**src/rtl/picorv32_mem_pkg.sv**
```systemverilog
// Shared types and constants for the two-master PicoRV32 memory arbiter.
package picorv32_mem_pkg;

  typedef enum logic {
    IDLE = 1'b0,
    BUSY = 1'b1
  } arb_state_t;

  localparam logic [31:0] DEFAULT_ERR_DATA = 32'h0000_0000;

  typedef struct packed {
    logic        instr;
    logic [31:0] addr;
    logic [31:0] wdata;
    logic [3:0]  wstrb;
  } mem_req_t;

endpackage

```
**src/rtl/mem_timeout_counter.sv**
```systemverilog
// Wait-cycle counter for a granted slave access; tc flags the timeout cycle.
module mem_timeout_counter #(
  parameter int unsigned TIMEOUT = 255
) (
  input  logic clk,
  input  logic resetn,
  input  logic clear,
  input  logic enable,
  output logic tc
);

  localparam int unsigned W = (TIMEOUT > 0) ? $clog2(TIMEOUT + 1) : 1;

  logic [W-1:0] count_q;

  always_ff @(posedge clk or negedge resetn) begin
    if (!resetn) begin
      count_q <= '0;
    end else if (clear) begin
      count_q <= '0;
    end else if (enable) begin
      count_q <= count_q + W'(1);
    end
  end

  // TIMEOUT == 0 disables the terminal count; the counter may then wrap harmlessly.
  assign tc = (TIMEOUT != 0) && (count_q == W'(TIMEOUT));

endmodule

```
**src/rtl/picorv32_mem_arbiter.sv**
```systemverilog
// Round-robin arbiter sharing one memory port between two PicoRV32-style masters.
module picorv32_mem_arbiter
  import picorv32_mem_pkg::*;
#(
  parameter int unsigned TIMEOUT  = 255,
  parameter logic [31:0] ERR_DATA = DEFAULT_ERR_DATA
) (
  input  logic        clk,
  input  logic        resetn,

  input  logic        m0_valid,
  input  logic        m0_instr,
  input  logic [31:0] m0_addr,
  input  logic [31:0] m0_wdata,
  input  logic [3:0]  m0_wstrb,
  output logic        m0_ready,
  output logic [31:0] m0_rdata,

  input  logic        m1_valid,
  input  logic        m1_instr,
  input  logic [31:0] m1_addr,
  input  logic [31:0] m1_wdata,
  input  logic [3:0]  m1_wstrb,
  output logic        m1_ready,
  output logic [31:0] m1_rdata,

  output logic        s_valid,
  output logic        s_instr,
  output logic [31:0] s_addr,
  output logic [31:0] s_wdata,
  output logic [3:0]  s_wstrb,
  input  logic        s_ready,
  input  logic [31:0] s_rdata,

  output logic        timeout_err
);

  arb_state_t  state_q, state_d;
  logic        owner_q, owner_d;
  logic        last_q, last_d;
  logic        err_q, set_err;
  logic        grant;
  logic        busy, tc, done;
  logic [31:0] rdata_sel;
  mem_req_t    req0, req1, req_sel;

  assign req0 = {m0_instr, m0_addr, m0_wdata, m0_wstrb};
  assign req1 = {m1_instr, m1_addr, m1_wdata, m1_wstrb};

  mem_timeout_counter #(.TIMEOUT(TIMEOUT)) u_wait_cnt (
    .clk    (clk),
    .resetn (resetn),
    .clear  (!busy),
    .enable (busy && !s_ready),
    .tc     (tc)
  );

  always_ff @(posedge clk or negedge resetn) begin
    if (!resetn) begin
      state_q <= IDLE;
      owner_q <= 1'b0;
      last_q  <= 1'b1;
      err_q   <= 1'b0;
    end else begin
      state_q <= state_d;
      owner_q <= owner_d;
      last_q  <= last_d;
      err_q   <= err_q | set_err;
    end
  end

  always_comb begin
    state_d = state_q;
    owner_d = owner_q;
    last_d  = last_q;
    set_err = 1'b0;
    grant   = 1'b0;
    case (state_q)
      IDLE: begin
        if (m0_valid || m1_valid) begin
          grant   = (m0_valid && m1_valid) ? !last_q : m1_valid;
          state_d = BUSY;
          owner_d = grant;
          last_d  = grant;
        end
      end
      BUSY: begin
        // A real response always wins over a coincident timeout.
        if (s_ready) begin
          state_d = IDLE;
        end else if (tc) begin
          state_d = IDLE;
          set_err = 1'b1;
        end
      end
      default: state_d = IDLE;
    endcase
  end

  assign busy      = (state_q == BUSY);
  assign req_sel   = owner_q ? req1 : req0;
  assign done      = busy && (s_ready || tc);
  assign rdata_sel = (tc && !s_ready) ? ERR_DATA : s_rdata;

  assign s_valid = busy;
  assign {s_instr, s_addr, s_wdata, s_wstrb} = busy ? req_sel : '0;

  assign m0_ready = done && !owner_q;
  assign m1_ready = done && owner_q;
  assign m0_rdata = (busy && !owner_q) ? rdata_sel : '0;
  assign m1_rdata = (busy && owner_q) ? rdata_sel : '0;

  assign timeout_err = err_q;

endmodule
```
**config.mk**
```make
export PLATFORM = sky130hd
export DESIGN_NAME = picorv32_mem_arbiter
export DESIGN_NICKNAME = d
export VERILOG_FILES = /design/src/rtl/picorv32_mem_pkg.sv /design/src/rtl/mem_timeout_counter.sv /design/src/rtl/picorv32_mem_arbiter.sv
export SDC_FILE = /design/constraint.sdc
export NUM_CORES = 1
export LEC_CHECK = 0
export ABC_AREA = 1
export BUFFER_PORTS_ARGS = -buffer_cell sky130_fd_sc_hd__buf_2
export CORE_AREA = 2 2 123 125
export CTS_CLUSTER_SIZE = 25
export DETAILED_ROUTE_END_ITERATION = 16
export DIE_AREA = 0 0 125 127
export HOLD_SLACK_MARGIN = 0.15
export REMOVE_ABC_BUFFERS = 1
export SLEW_MARGIN = 25
export SYNTH_ARGS = -nofsm -noshare
export SYNTH_HDL_FRONTEND = slang
export SYNTH_SLANG_ARGS = --single-unit
```
**constraint.sdc**
```tcl
create_clock -name clk -period 1.99 [get_ports clk]
set_input_delay 0.2985 -clock clk [delete_from_list [all_inputs] [get_ports clk]]
set_output_delay 0.2985 -clock clk [all_outputs]
set_load 0.02 [all_outputs]
```
Word level (Yosys, flattened, before mapping)

Cells that the tools add are included.

Multiplexer cells: 15
Add/subtract/negate cells: 1
Bitwise logic cells: 2
Reductions and logical operators: 14
Eq/ne operators: 2

Operators by type and width:

| operator              | number |
|---|---|
| $mux W69              | 2 |
| $mux W32              | 3 |
| $mux W8               | 2 |
| $add A8 B1 Y8 const B | 1 |
| $eq A8 B8 Y1 const B  | 1 |
| $logic_and A1 B1 Y1   | 8 |
| $mux W1               | 7 |
| $logic_not A1 Y1      | 3 |
| $logic_or A1 B1 Y1    | 2 |
| $ne A2 B1 Y1 const B  | 1 |
| $pmux W1 S2           | 1 |
| $reduce_and A2 Y1     | 1 |
| $not A1 Y1            | 1 |
| $or A1 B1 Y1          | 1 |

Register bits after elaboration: 12
Output and inout bits: 137
Word-level logic and storage cells: 39

Logic depth before layout (Yosys ltp)

Depth after elaboration: 5
Mapped depth: 9
Mapped depth without buffers: 8

Modules after synthesis

Synthesis repeated with hierarchy kept, for this count alone.

Cells, all modules: 426
Area, all modules: 2,293.4 um2

By module, submodules not included:

| module               | cells each | times used | area each (um2) |
|---|---|---|---|
| picorv32_mem_arbiter | 365        | 1          | 1,850.5 |
| mem_timeout_counter  | 61         | 1          | 442.9 |

Worst setup path after synthesis

No wires, ideal clock.

Path type: register to output
From: register u_wait_cnt.count_q[0]
To: output m0_rdata[22]
Cell stages (with the launch flop): 10
Data required time: 1.691 ns
Data arrival time: 1.431 ns
Path slack: 0.261 ns
Path through: dfrtp_1 ha_1 nand2_2 nor2_4 nand2_2 nor2_4 nand2_4 buf_12 nand2_4 nor2_1

Word-level cells in the longest chain between the ends: 4

Ends and longest elaborated chain:

| element                  | line                        | text |
|---|---|---|
| start: declaration       | mem_timeout_counter.sv:14   | `logic [W-1:0] count_q;` |
| start signal: assignment | mem_timeout_counter.sv:22   | `count_q <= count_q + W'(1);` |
| $eq A8 B8 Y1             | mem_timeout_counter.sv:27   | `assign tc = (TIMEOUT != 0) && (count_q == W'(TIMEOUT));` |
| $logic_and A1 B1 Y1      | picorv32_mem_arbiter.sv:103 | `assign rdata_sel = (tc && !s_ready) ? ERR_DATA : s_rdata;` |
| $mux W32                 | picorv32_mem_arbiter.sv:103 |  |
| $mux W32                 | picorv32_mem_arbiter.sv:110 | `assign m0_rdata = (busy && !owner_q) ? rdata_sel : '0;` |
| end: declaration         | picorv32_mem_arbiter.sv:17  | `output logic [31:0] m0_rdata,` |

No other way between the ends.

Worst setup path after layout

From: register u_wait_cnt.count_q[1]
To: output m1_rdata[13]

Word-level cells in the longest chain between the ends: 4

Ends and longest elaborated chain:

| element             | line                        | text |
|---|---|---|
| $eq A8 B8 Y1        | mem_timeout_counter.sv:27   |  |
| $logic_and A1 B1 Y1 | picorv32_mem_arbiter.sv:103 |  |
| $mux W32            | picorv32_mem_arbiter.sv:103 |  |
| $mux W32            | picorv32_mem_arbiter.sv:111 | `assign m1_rdata = (busy && owner_q) ? rdata_sel : '0;` |
| end: declaration    | picorv32_mem_arbiter.sv:25  | `output logic [31:0] m1_rdata,` |

No other way between the ends.

==> metrics.yaml <==
area.sequential_um2: 303
syn_inst: 416
die_w_um: 125
layout-drive-gt1-share_pct: 51.5
worst_slack_ns: -0.0924
min_period_ns: 2.08
synth_compound_area_share_pct: 19.7
p_per_area_nw_per_um2: 1020
dp_hpwl_um: 8620
p_leak_nw: 2.53
syn_to_final_growth_pct: 98.6
drt_iter0_markers: 144
setup_violations: 62
crit_type: "flip-flop to primary output"
cts_tree: "built"
num_vias: 3747
cts-buffers-inserted: 3
clk_pin_slew_ns: 0.04
synth-simple-area-share_pct: 55.7
synthArstFlopShare_pct: 100
synth_most_common_cell: "nand2_1"
synth-seq-cells: 12
max_cap_violations: 0
min_path_type: "input pin to flip-flop"
gp_congestion: 0.803
syn_area_um2: 2100
wl_per_cell_um: 12.3
cts_max_level: 1
grt-ovfl-total: 0
synth.avg_cell_area_um2: 5.05
grt_start_max_net_pins: 70
drc: 0
period_share_pct: 105
antenna_found_initial: 0
ys.flop_type: "dfrtp_1"
muxShareOfSynthArea_pct: 0
final_core_util_pct: 28.9
place_area_um2: 3910
diodes: 0
crit_path_end_kind: "primary output"
relSlewSlack_pct: 72.3
first_pass_iters: 4
rrSetupSlack_ns: 0.46
clock.fmax_mhz: 480
synth-edff-count: 0
fill_cells: 1630
vias_per_cell: 4.14
io_buffers: 311
skew_ns: 0.00162
yosysWarningCount: 0
tightestPinTransition_ns: 0.414
coreArea_um2: 14400
grt_pass1_wl_um: 16300
min_path_cells: 3
startpoint_type: "flip-flop"
synth-xor-area-share_pct: 0
drv_slew: 0
hold_viol_final: 0
synth_top_family_by_area: "simple AND/OR/NAND/NOR gates"
cts_buffer_depth: 2
ys_types: 24
fin_nets: 897
die_area_um2: 15900
ios: 312
ir_worst_vdd_mv: 0.516
synthAdderAreaFrac_pct: 0.596
grt_pass1_vias: 3408
ys_top_cells_by_area: "nand2_1 33%, a21oi_1 17%, dfrtp_1 13%"
synth_area_leader_cell: "nand2_1"
multi_input_area_um2: 1630
insertion_delay_ns: 0.24
arrival_ns: 1.78
ant_nets: 0
status: "finished, violations left"
r2r_cells: 9
track_usage_pct: 12.2
crit_path_max_fanout: 14
initial_core_util_pct: 14.6
synthTopCellsByCount: "182 x nand2_1, 72 x a21oi_1, 71 x nor2_1, 26 x clkbuf_1, 11 x dfrtp_1"
cp.required_ns: 1.69
rsz0062_at_grt: "yes"
fin_area_um2: 4170
violations: "setup timing"
clock-sinks: 12
rows: 44
synth_seq_area_share_pct: 14.4
p_total_mw: 4.25
drt-total-wl_um: 11200
netlist.area_leader.share_pct: 32.5
root_buffer: "clkbuf_16"
die_y_um: 127
-- path summary, 6_finish.rpt --
kind,startpoint,endpoint
max reg2reg,u_wait_cnt.count_q[1],timeout_err
max in group asynchronous,resetn,last_q
max,u_wait_cnt.count_q[1],m1_rdata[13]
min,m1_valid,last_q
min in group asynchronous,resetn,u_wait_cnt.count_q[0]
min reg2reg,last_q,last_q
-- where the power goes --
| group | leakage (nW) | switching (mW) | internal (mW) |
|---|---|---|---|
| combinational | 2.33 | 2.32 | 1.20 |
| sequential | 0.156 | 0.0358 | 0.289 |
| clock | 0.0442 | 0.105 | 0.303 |
| total | 2.53 | 2.46 | 1.79 |
-- what timing repair did --
item / 4_1_cts / 5_1_grt
pin swaps: 1 / 2
setup endpoints to repair: 59 / 65
hold endpoints to repair: 11 / 0
hold buffers: 1 / 0
gates cloned: 0 / 1
gates resized for setup: 9 / 27
setup buffers: 3 / 3
-- per-layer routing --
metal	GRT usage (%)	routed length, um	vias to the layer above
met5	0	0	-
met4	2.22	113	0
met3	1.84	844	9
met2	22.9	5630	171
met1	14.8	4580	1653
li1	-	-	1914
-- cells in the final DEF, fill, tap and decap left out --
cell,instances
buf_2,291
nand2_1,172
a21oi_1,72
nor2_1,70
buf_4,31
nand2_2,11
nand2_4,11
dfrtp_1,10
inv_1,9
buf_12,6
nor2_2,5
nand3_1,5
o21ai_0,4
clkbuf_16,4
nor3_1,3
buf_6,3
nor2_4,2
inv_2,2
a31oi_1,1
o21bai_4,1
nand4_1,1
o21bai_1,1
ha_2,1
clkbuf_8,1
dlygate4sd3_1,1
dfstp_2,1
dfrtp_2,1
-- worst max-delay path, cell delays in order (launching register included) --
cell     delay, ns
dfrtp_1       0.38
ha_2          0.20
nand2_2       0.07
nor2_4        0.11
nand2_2       0.09
nor2_4        0.11
nand2_4       0.10
buf_12        0.17
nand2_1       0.09
nor2_1        0.05
buf_4         0.17
-- stage by stage --
step                      hold WS (ns)  worst slack, ns  TNS (ns)  cells
after floorplan                0.00291            -1.41   -127.99    383
after global placement           0.195            0.150         0    892
after detailed placement         0.199            0.136         0    892
after CTS                        0.320          -0.0841     -3.41    900
after global routing             0.356           -0.220    -11.12    904
final                            0.319          -0.0924     -3.25    904
-- kinds of logic after synthesis --
| group | Yosys count |
|---|---|
| AND/OR/NAND/NOR | 280 |
| AO/OA/AOI/OAI | 79 |
| adder cells (fa/ha/maj) | 1 |
| buffers and inverters | 44 |
| flip-flops | 12 |
-- sequential cells by signal (all words and copies together), names as in the netlist --
register	flops
last_q	1
owner_q	1
s_valid	1
timeout_err	1
u_wait_cnt.count_q	8
-- layout make-up --
cell class                 instances  share of cell area (%)
timing repair buffer             333                    45.0
sequential                        12                    7.26
clock buffer                       4                    2.13
inverter                          11                   0.990
multi-input combinational        360                    39.1
tap                              184                    5.52
Power figures use the tool's default switching activity.
